<file path="config.mk">
export PLATFORM = sky130hd
export DESIGN_NAME = bird_column
export DESIGN_NICKNAME = d
export VERILOG_FILES = /design/src/rtl/bird_column.sv
export SDC_FILE = /design/constraint.sdc
export NUM_CORES = 1
export LEC_CHECK = 0
export CAP_MARGIN = 20
export CORE_AREA = 2 2 39 41
export CTS_CLUSTER_DIAMETER = 200
export DETAILED_ROUTE_END_ITERATION = 8
export DIE_AREA = 0 0 41 43
export DONT_BUFFER_PORTS = 1
export GPL_ROUTABILITY_DRIVEN = 0
export PLACE_DENSITY_LB_ADDON = 0.2
export SYNTH_ARGS = -nofsm -noshare
export SYNTH_HDL_FRONTEND = slang
export SYNTH_SLANG_ARGS = --single-unit
</file>
<file path="constraint.sdc">
create_clock -name clk -period 4.64 [get_ports clk]
set_clock_uncertainty 0.2 [all_clocks]
set_input_delay 1.392 -clock clk [delete_from_list [all_inputs] [get_ports clk]]
set_output_delay 1.392 -clock clk [all_outputs]
set_load 0.01 [all_outputs]
</file>
<file path="src/rtl/bird_column.sv">
// Bird position tracker for a single LED column: flap lifts the bird, gravity
// ticks pull it down, and touching the floor latches a sticky DEAD state.
module bird_column #(
    parameter int ROWS       = 8,
    parameter int START_ROW  = 4,
    parameter int FLAP_ROWS  = 1,
    parameter int FALL_TICKS = 2,
    localparam int POS_W     = $clog2(ROWS)
) (
    input  logic             clk,
    input  logic             reset,
    input  logic             pause,
    input  logic             flap,
    input  logic             gravity,
    output logic [POS_W-1:0] pos,
    output logic [ROWS-1:0]  rows,
    output logic             dead
);

    localparam int FC_W = (FALL_TICKS > 1) ? $clog2(FALL_TICKS) : 1;

    localparam logic [POS_W:0]   TOP_EXT   = (POS_W+1)'(ROWS - 1);
    localparam logic [POS_W:0]   FLAP_EXT  = (POS_W+1)'(FLAP_ROWS);
    localparam logic [POS_W-1:0] START_POS = POS_W'(START_ROW);
    localparam logic [FC_W-1:0]  FC_LAST   = FC_W'(FALL_TICKS - 1);
    localparam logic [ROWS-1:0]  ONE_HOT0  = ROWS'(1);

    typedef enum logic [0:0] {
        ST_FLY  = 1'b0,
        ST_DEAD = 1'b1
    } state_t;

    state_t           state_q;
    logic [POS_W-1:0] pos_q;
    logic [FC_W-1:0]  fall_cnt_q;

    logic [POS_W:0]   flap_sum_s;
    logic [POS_W-1:0] flap_pos_s;

    // Flap target: the sum is one bit wider so it can be clamped without wrapping.
    always_comb begin
        flap_sum_s = {1'b0, pos_q} + FLAP_EXT;
        if (flap_sum_s > TOP_EXT) begin
            flap_pos_s = TOP_EXT[POS_W-1:0];
        end else begin
            flap_pos_s = flap_sum_s[POS_W-1:0];
        end
    end

    // Flight state machine: reset beats pause, pause beats everything else.
    always_ff @(posedge clk) begin
        if (reset) begin
            state_q    <= ST_FLY;
            pos_q      <= START_POS;
            fall_cnt_q <= {FC_W{1'b0}};
        end else if (pause) begin
            state_q    <= state_q;
            pos_q      <= pos_q;
            fall_cnt_q <= fall_cnt_q;
        end else begin
            case (state_q)
                ST_FLY: begin
                    if (flap) begin
                        pos_q      <= flap_pos_s;
                        fall_cnt_q <= {FC_W{1'b0}};
                    end else if (gravity) begin
                        if (fall_cnt_q != FC_LAST) begin
                            fall_cnt_q <= fall_cnt_q + FC_W'(1);
                        end else begin
                            fall_cnt_q <= {FC_W{1'b0}};
                            if (pos_q != {POS_W{1'b0}}) begin
                                pos_q <= pos_q - POS_W'(1);
                            end else begin
                                state_q <= ST_DEAD;
                            end
                        end
                    end else begin
                        pos_q      <= pos_q;
                        fall_cnt_q <= fall_cnt_q;
                    end
                end
                ST_DEAD: begin
                    state_q    <= ST_DEAD;
                    pos_q      <= pos_q;
                    fall_cnt_q <= fall_cnt_q;
                end
                default: begin
                    state_q    <= ST_FLY;
                    pos_q      <= START_POS;
                    fall_cnt_q <= {FC_W{1'b0}};
                end
            endcase
        end
    end

    // Output decode of the registered state; pos_q never exceeds ROWS-1 so rows is one-hot.
    always_comb begin
        pos  = pos_q;
        rows = ONE_HOT0 << pos_q;
        dead = (state_q == ST_DEAD);
    end

endmodule
</file>
== Word level (Yosys, flattened, before mapping) ==
Index checks and enable logic that the tools add are counted.
W data, S select, Z words.

* Bits in registers: 5
* Input port bits: 5
* Output and inout port bits: 12
* Logic and storage cells: 31

* $add $sub $neg: 3
* Magnitude comparators: 1
* Equality and inequality tests: 3
* Shift-type cells: 1
* Muxes and demuxes: 15
* Bitwise gates (word level): 2
* Reductions and logical operators: 3

{| class="wikitable"
|+ Operator list
! kind !! count
|-
| $mux W3 || 6
|-
| $ne A3 B3 Y1 const B || 3
|-
| $mux W1 || 8
|-
| $shl A1 B3 Y8 const A || 1
|-
| $reduce_and A5 Y1 || 1
|-
| $add A3 B1 Y4 const B || 1
|-
| $gt A4 B3 Y1 const B || 1
|-
| $reduce_and A3 Y1 || 1
|-
| $reduce_bool A3 Y1 || 1
|-
| $sub A3 B1 Y3 const B || 1
|-
| $not A1 Y1 || 2
|-
| $pmux W1 S2 || 1
|-
| $add A1 B1 Y1 const B || 1
|}

== Longest topological paths before layout ==
Gate-level depths: netlist of the first run.

* Depth after elaboration: 6
* Depth in mapped cells: 6

== Worst setup path before layout of the first run ==
Ideal clock, no wire load.

* Path type: register -> output
* Start point: register pos_q[2], in the netlist pos[2]
* End point: output port rows[3]
* Arrival time: 0.997 ns
* Data required time: 3.048 ns
* Slack: 2.051 ns
* Cell stages (with the launch flop): 4
* Buffers on the path: 1
* Cell sequence: dfxtp_1 -> clkbuf_1 -> inv_1 -> ha_1

* Cells in the longest elaborated chain, start to end: 1

{| class="wikitable"
|+ RTL lines
! element !! line !! source
|-
| from (decl) || 34 || <nowiki>logic [POS_W-1:0] pos_q;</nowiki>
|-
| from (signal assigned) || 58 || <nowiki>pos_q <= pos_q;</nowiki>
|-
| from (signal assigned) || 64 || <nowiki>pos_q <= flap_pos_s;</nowiki>
|-
| from (signal assigned) || 72 || <nowiki>pos_q <= pos_q - POS_W'(1);</nowiki>
|-
| $shl A1 B3 Y8 || 99 || <nowiki>rows = ONE_HOT0 << pos_q;</nowiki>
|-
| to (decl) || 16 || <nowiki>output logic [ROWS-1:0] rows,</nowiki>
|}

Every way passes these cells.

== Worst setup path in the final report of the first run ==
* Start point: register pos_q[1], in the netlist pos[1]
* End point: output port rows[0]

Same word-level chain as after synthesis.

==> impl_metrics.env, run 1 <==
export IMPL_cpPeakStageDelay_ns=0.40
export IMPL_syn_area_um2=450.4
export IMPL_crit_required_ns=3.05
export IMPL_post_place_ws_ns=1.931
export IMPL_clk_pin_slew_worst_paths_ns=0.04
export IMPL_ioPinCount=17
export IMPL_final_nets=64
export IMPL_grt_ovfl_total=0
export IMPL_cts_htree_levels=1
export IMPL_pwr_share_comb=0.205
export IMPL_grt_max_degree=17
export IMPL_report_final_slew_viol_count=0
export IMPL_p_sw_uw=38.08
export IMPL_die_area_um2=1763
export IMPL_drtPass1Iterations=3
export IMPL_fmax_mhz=337.6
export IMPL_drive_gt1_frac=0.1765
export IMPL_grt_pass1_wl_um=1400
export IMPL_synth_most_common_cell="ha_1"
export IMPL_min_path_type="reg -> reg"
export IMPL_cts_inserted_buffers=3
export IMPL_cts_buffer_depth=2
export IMPL_gr_usage_all_layers=0.1236
export IMPL_area_delta_synth_final_pct=6.944
export IMPL_cts_tree="yes"
export IMPL_synthTopCellsByArea="dfxtp_1 22%, ha_1 19%, nor2b_1 5.6%"
export IMPL_synth_seq_cells=5
export IMPL_wl_per_cell_um=13.31
export IMPL_post_cts_setup_buffers=0
export IMPL_post_route_min_period_ns=2.962
export IMPL_maxCapViolations=0
export IMPL_crit_fanout=7
export IMPL_cts_root_buf="clkbuf_4"
export IMPL_rows=14
export IMPL_ys_flop_type="dfxtp_1"
export IMPL_clock_sinks=5
export IMPL_drc=0
export IMPL_fp_dieW_um=41
export IMPL_ir_worst_vdd_v=0.0001046
export IMPL_critPathBufInv=1
export IMPL_die_h_um=43
export IMPL_synthTopCellsByCount="7 x ha_1, 5 x dfxtp_1, 4 x inv_1, 4 x nor2b_1"
export IMPL_hold_violations=0
export IMPL_ys_types=24
export IMPL_yosys_area_top_type="dfxtp_1"
export IMPL_crit_type="reg -> out"
export IMPL_p_sw_frac=0.2956
export IMPL_path_cells="inv_1, ha_1, nor2b_1"
export IMPL_regArea_um2=100.1
export IMPL_synth_top_area_frac=0.2222
export IMPL_synthCells=49
export IMPL_setup_viol=0
export IMPL_antenna_found_initial=0
export IMPL_first_iter_violations=5
export IMPL_arrival_ns=1.37
export IMPL_final_setup_worst_slack_ns=1.678
export IMPL_hold_ws_ns=0.2864
export IMPL_power_density_nw_per_um2=267.4
export IMPL_period_share=0.6384
export IMPL_outcome="completed"
export IMPL_synth_edf_count=0
export IMPL_seq_power_share=0.403
export IMPL_async_reset_ff_frac=0
export IMPL_crit_family="flip-flops"
export IMPL_ys_seq_area_frac=0.2222
export IMPL_via_per_inst=5.522
export IMPL_finalInstanceArea_um2=481.7
export IMPL_synth_avg_cell_area_um2=9.192
export IMPL_multi_input_area_um2=320.3
export IMPL_dpl_cell_count=63
export IMPL_grt_pass1_vias=352
export IMPL_core_um2=1384
export IMPL_p_int_uw=90.74
export IMPL_leakagePower_nw=0.1930
export IMPL_ant_nets=0
export IMPL_rsz0062_at_grt="no"
export IMPL_instances_no_fill=67
export IMPL_synth_nets=61
export IMPL_num_vias=370
export IMPL_slew_headroom=0.6360
export IMPL_antennaDiodeCount=0
export IMPL_hold_buffers=0
export IMPL_fin_setup_tns_ns=0
export IMPL_nFillCells=149
export IMPL_drt_total_wl_um=892
export IMPL_p_clk_frac=0.392
export IMPL_critPathLaunchType="flip-flop"
export IMPL_dpl_hpwl_um=665.8
export IMPL_end_kind="output port"
export IMPL_clock_latency_ns=0.24
export IMPL_cts_repair_resized=0
export IMPL_initial_core_util=0.3255
export IMPL_dpl_cell_area_um2=455.4
export IMPL_cp_slowest_cell="dfxtp_1"
export IMPL_io_buffer_count=0
export IMPL_worst_slew_pin_transition_ns=0.5452
export IMPL_synth_warnings=0
path summary, 6_finish.rpt:
check | slack [ns] | endpoint | depth (start not counted) | from
max reg2reg | 2.76 | pos[1] | 5 | pos[1]
min reg2reg | 0.29 | fall_cnt_q | 2 | fall_cnt_q
min | 0.29 | fall_cnt_q | 2 | fall_cnt_q
max | 1.68 | rows[0] | 3 | pos[1]
stage by stage:
step	power [mW]	utilization
4_1_cts	0.1312	0.3481
3_5_place_dp	0.07948	0.3291
5_1_grt	0.1401	0.3481
6_report	0.1288	0.3481
3_3_place_gp	0.07934	0.3291
2_1_floorplan	0.07589	-
power by group through the flow:
stage | Sequential [mW] | Combinational (mW) | Clock (mW)
2_1_floorplan | 0.0502 | 0.0257 | 0
5_1_grt | 0.0526 | 0.0298 | 0.0578
3_5_place_dp | 0.0528 | 0.0267 | 0
4_1_cts | 0.0520 | 0.0268 | 0.0523
3_3_place_gp | 0.0528 | 0.0265 | 0
6_report | 0.0519 | 0.0265 | 0.0505
placed cells by master, fill, tap and decap left out, types with 2 or more instances in the layout:
| cell type | instances |
|---|---|
| o31ai_1 | 2 |
| a41oi_1 | 2 |
| nor2_1 | 3 |
| ha_1 | 7 |
| a21oi_1 | 3 |
| dfxtp_1 | 5 |
| and2_1 | 3 |
| a31oi_1 | 2 |
| inv_1 | 4 |
| clkbuf_4 | 3 |
| nor2b_1 | 4 |
cell type report:
cell class / instances / share of cell area
clock buffers: 4 / 0.05455
inverters: 4 / 0.03117
flip-flops and latches: 5 / 0.2078
well taps: 16 / 0.04156
multi-input cells: 38 / 0.6649
worst min-delay path: cells and delay by family (launching register included):
| family | cells | cell delay, ns |
|---|---|---|
| flops | 1 | 0.32 |
| compound gates | 2 | 0.13 |
metal layers:
layer / up-vias / routed length (um) / track usage
met2: 18 / 383 / 0.1594
met4: 0 / 31 / 0.1200
met1: 164 / 387 / 0.1387
met3: 4 / 89 / 0.05759
met5: - / 0 / 0
li1: 184 / - / -
cell families after synthesis:
logic type	Yosys count	synth area share
adder cells (fa/ha/maj)	7	0.1944
AND/OR/NAND/NOR	16	0.2444
AO/OA/AOI/OAI	15	0.2722
buffers and inverters	6	0.06665
flip-flops	5	0.2222
registers in the layout, summed over array words and instances, names as in the netlist:
register    count
pos             3
dead            1
fall_cnt_q      1
Note: power is estimated with default switching activity, not from simulation.
==> run 2: changes to the inputs <==
clock period = 2.7 ns   (was 4.64 ns; I/O delays follow)
==> run 2 against run 1 <==
Clock power grew 69%; combinational power grew 71%; non-clock buffer count is the same; setup slack lost 1.3 ns; hold slack lost 0.0019 ns; utilization is the same; register-to-register slack lost 1.9 ns; first-iteration DRC count is the same; wire length shrank 0.78%; flip-flop and latch count is the same; global-route usage is essentially flat.
==> impl_metrics.env, run 2 (synthesized netlist as in run 1, its figures left out) <==
export IMPL_outcome="completed"
export IMPL_regArea_um2=100.1
export IMPL_dpl_hpwl_um=643.2
export IMPL_p_sw_uw=63.74
export IMPL_r2r_cells=5
export IMPL_period_share=0.8780
export IMPL_post_route_min_period_ns=2.371
export IMPL_grt_pass1_vias=378
export IMPL_initial_core_util=0.3255
export IMPL_rsz0062_at_grt="no"
export IMPL_drtPass1Iterations=4
export IMPL_first_iter_violations=5
export IMPL_p_clk_frac=0.389
export IMPL_io_buffer_count=0
export IMPL_reg2reg_from="pos[1]"
export IMPL_grt_max_degree=17
export IMPL_via_per_inst=5.463
export IMPL_pwr_share_comb=0.206
export IMPL_nFillCells=153
export IMPL_critPathLaunchType="flip-flop"
export IMPL_cts_root_buf="clkbuf_4"
export IMPL_p_int_uw=155.8
export IMPL_drt_total_wl_um=885
export IMPL_ant_nets=0
export IMPL_core_um2=1384
export IMPL_hold_ws_ns=0.2845
export IMPL_grt_ovfl_total=0
export IMPL_final_common_cell="ha_1"
export IMPL_setup_viol=0
export IMPL_hold_start="fall_cnt_q"
export IMPL_seq_power_share=0.405
export IMPL_ir_worst_vdd_v=0.0001723
export IMPL_min_path_type="reg -> reg"
export IMPL_die_area_um2=1763
export IMPL_hold_depth=2
export IMPL_wl_per_cell_um=13.21
export IMPL_arrival_ns=1.36
export IMPL_crit_fanout=7
export IMPL_drc=0
export IMPL_clk_pin_slew_worst_paths_ns=0.04
export IMPL_whs_endpoint="fall_cnt_q"
export IMPL_post_cts_setup_buffers=0
export IMPL_hold_violations=0
export IMPL_grt_pass1_wl_um=1435
export IMPL_report_final_slew_viol_count=0
export IMPL_cts_tree="yes"
export IMPL_area_delta_synth_final_pct=6.944
export IMPL_cts_inserted_buffers=3
export IMPL_r2r_setup_slack_ns=0.82
export IMPL_multi_input_area_um2=320.3
export IMPL_rr_endpoint="pos[1]"
export IMPL_cts_repair_resized=0
export IMPL_antenna_found_initial=0
export IMPL_instances_no_fill=67
export IMPL_hold_buffers=0
export IMPL_power_density_nw_per_um2=455.8
export IMPL_ioPinCount=17
export IMPL_leakagePower_nw=0.1930
export IMPL_fin_setup_tns_ns=0
export IMPL_gr_usage_all_layers=0.1237
export IMPL_largest_reg_flops=3
export IMPL_fp_dieW_um=41
export IMPL_num_vias=366
export IMPL_slew_headroom=0.6512
export IMPL_p_sw_frac=0.2903
export IMPL_mostFrequentLayoutCells="7 x ha_1, 5 x dfxtp_1, 4 x inv_1, 4 x nor2b_1"
export IMPL_cts_htree_levels=1
export IMPL_fin_util=0.3481
export IMPL_drive_gt1_frac=0.1765
export IMPL_worst_slew_pin_transition_ns=0.5225
export IMPL_die_h_um=43
export IMPL_fmax_mhz=421.8
export IMPL_crit_type="reg -> out"
export IMPL_crit_required_ns=1.69
export IMPL_dpl_cell_count=63
export IMPL_maxCapViolations=0
export IMPL_clock_sinks=5
export IMPL_rows=14
export IMPL_final_nets=64
export IMPL_end_kind="output port"
export IMPL_cts_buffer_depth=2
export IMPL_clock_latency_ns=0.24
export IMPL_antennaDiodeCount=0
-- run 2: cell counts in the layout (fill, tap and decap cells not counted) --
Identical to the previous run, type by type.
-- run 2: through the flow --
step | area, um^2 | setup WS (ns) | power [mW]
floorplan | 450.4 | 0.6927 | 0.1304
global placement | 455.4 | 0.5682 | 0.1363
detailed placement | 455.4 | 0.5828 | 0.1360
CTS | 481.7 | 0.3143 | 0.2255
global route | 481.7 | 0.2204 | 0.2390
finish | 481.7 | 0.3294 | 0.2196
-- run 2: power groups by stage --
| stage | sequential, mW | combinational [mW] | clock, mW |
|---|---|---|---|
| 6_report | 0.0890 | 0.0452 | 0.0854 |
| 5_1_grt | 0.0900 | 0.0518 | 0.0971 |
| 4_1_cts | 0.0891 | 0.0457 | 0.0907 |
| 3_5_place_dp | 0.0905 | 0.0455 | 0 |
| 3_3_place_gp | 0.0908 | 0.0455 | 0 |
| 2_1_floorplan | 0.0863 | 0.0441 | 0 |
-- run 2: layout make-up --
type | instances | share of cell area
multi-input cells | 38 | 0.6649
clock buffers | 4 | 0.05455
flip-flops and latches | 5 | 0.2078
inverters | 4 | 0.03117
well taps | 16 | 0.04156
-- run 2: per-layer routing --
layer / track usage / up-vias / routed length (um)
li1: - / 185 / -
met1: 0.1586 / 160 / 393
met2: 0.1500 / 19 / 380
met3: 0.04188 / 2 / 101
met4: 0.1200 / 0 / 9
met5: 0 / - / 0
-- run 2: worst max path at each step --
stage	start	end	slack, ns
6_report	pos[1]	rows[0]	0.33
5_1_grt	pos[1]	rows[0]	0.22
4_1_cts	pos[1]	rows[0]	0.31
3_5_place_dp	pos[1]	rows[4]	0.58
3_3_place_gp	pos[1]	rows[0]	0.57
2_1_floorplan	pos[2]	rows[3]	0.69
-- run 2: critical path, cell delays in order, from the launching register on --
cell	delay [ns]
dfxtp_1	0.40
inv_1	0.18
ha_1	0.23
nor2b_1	0.31
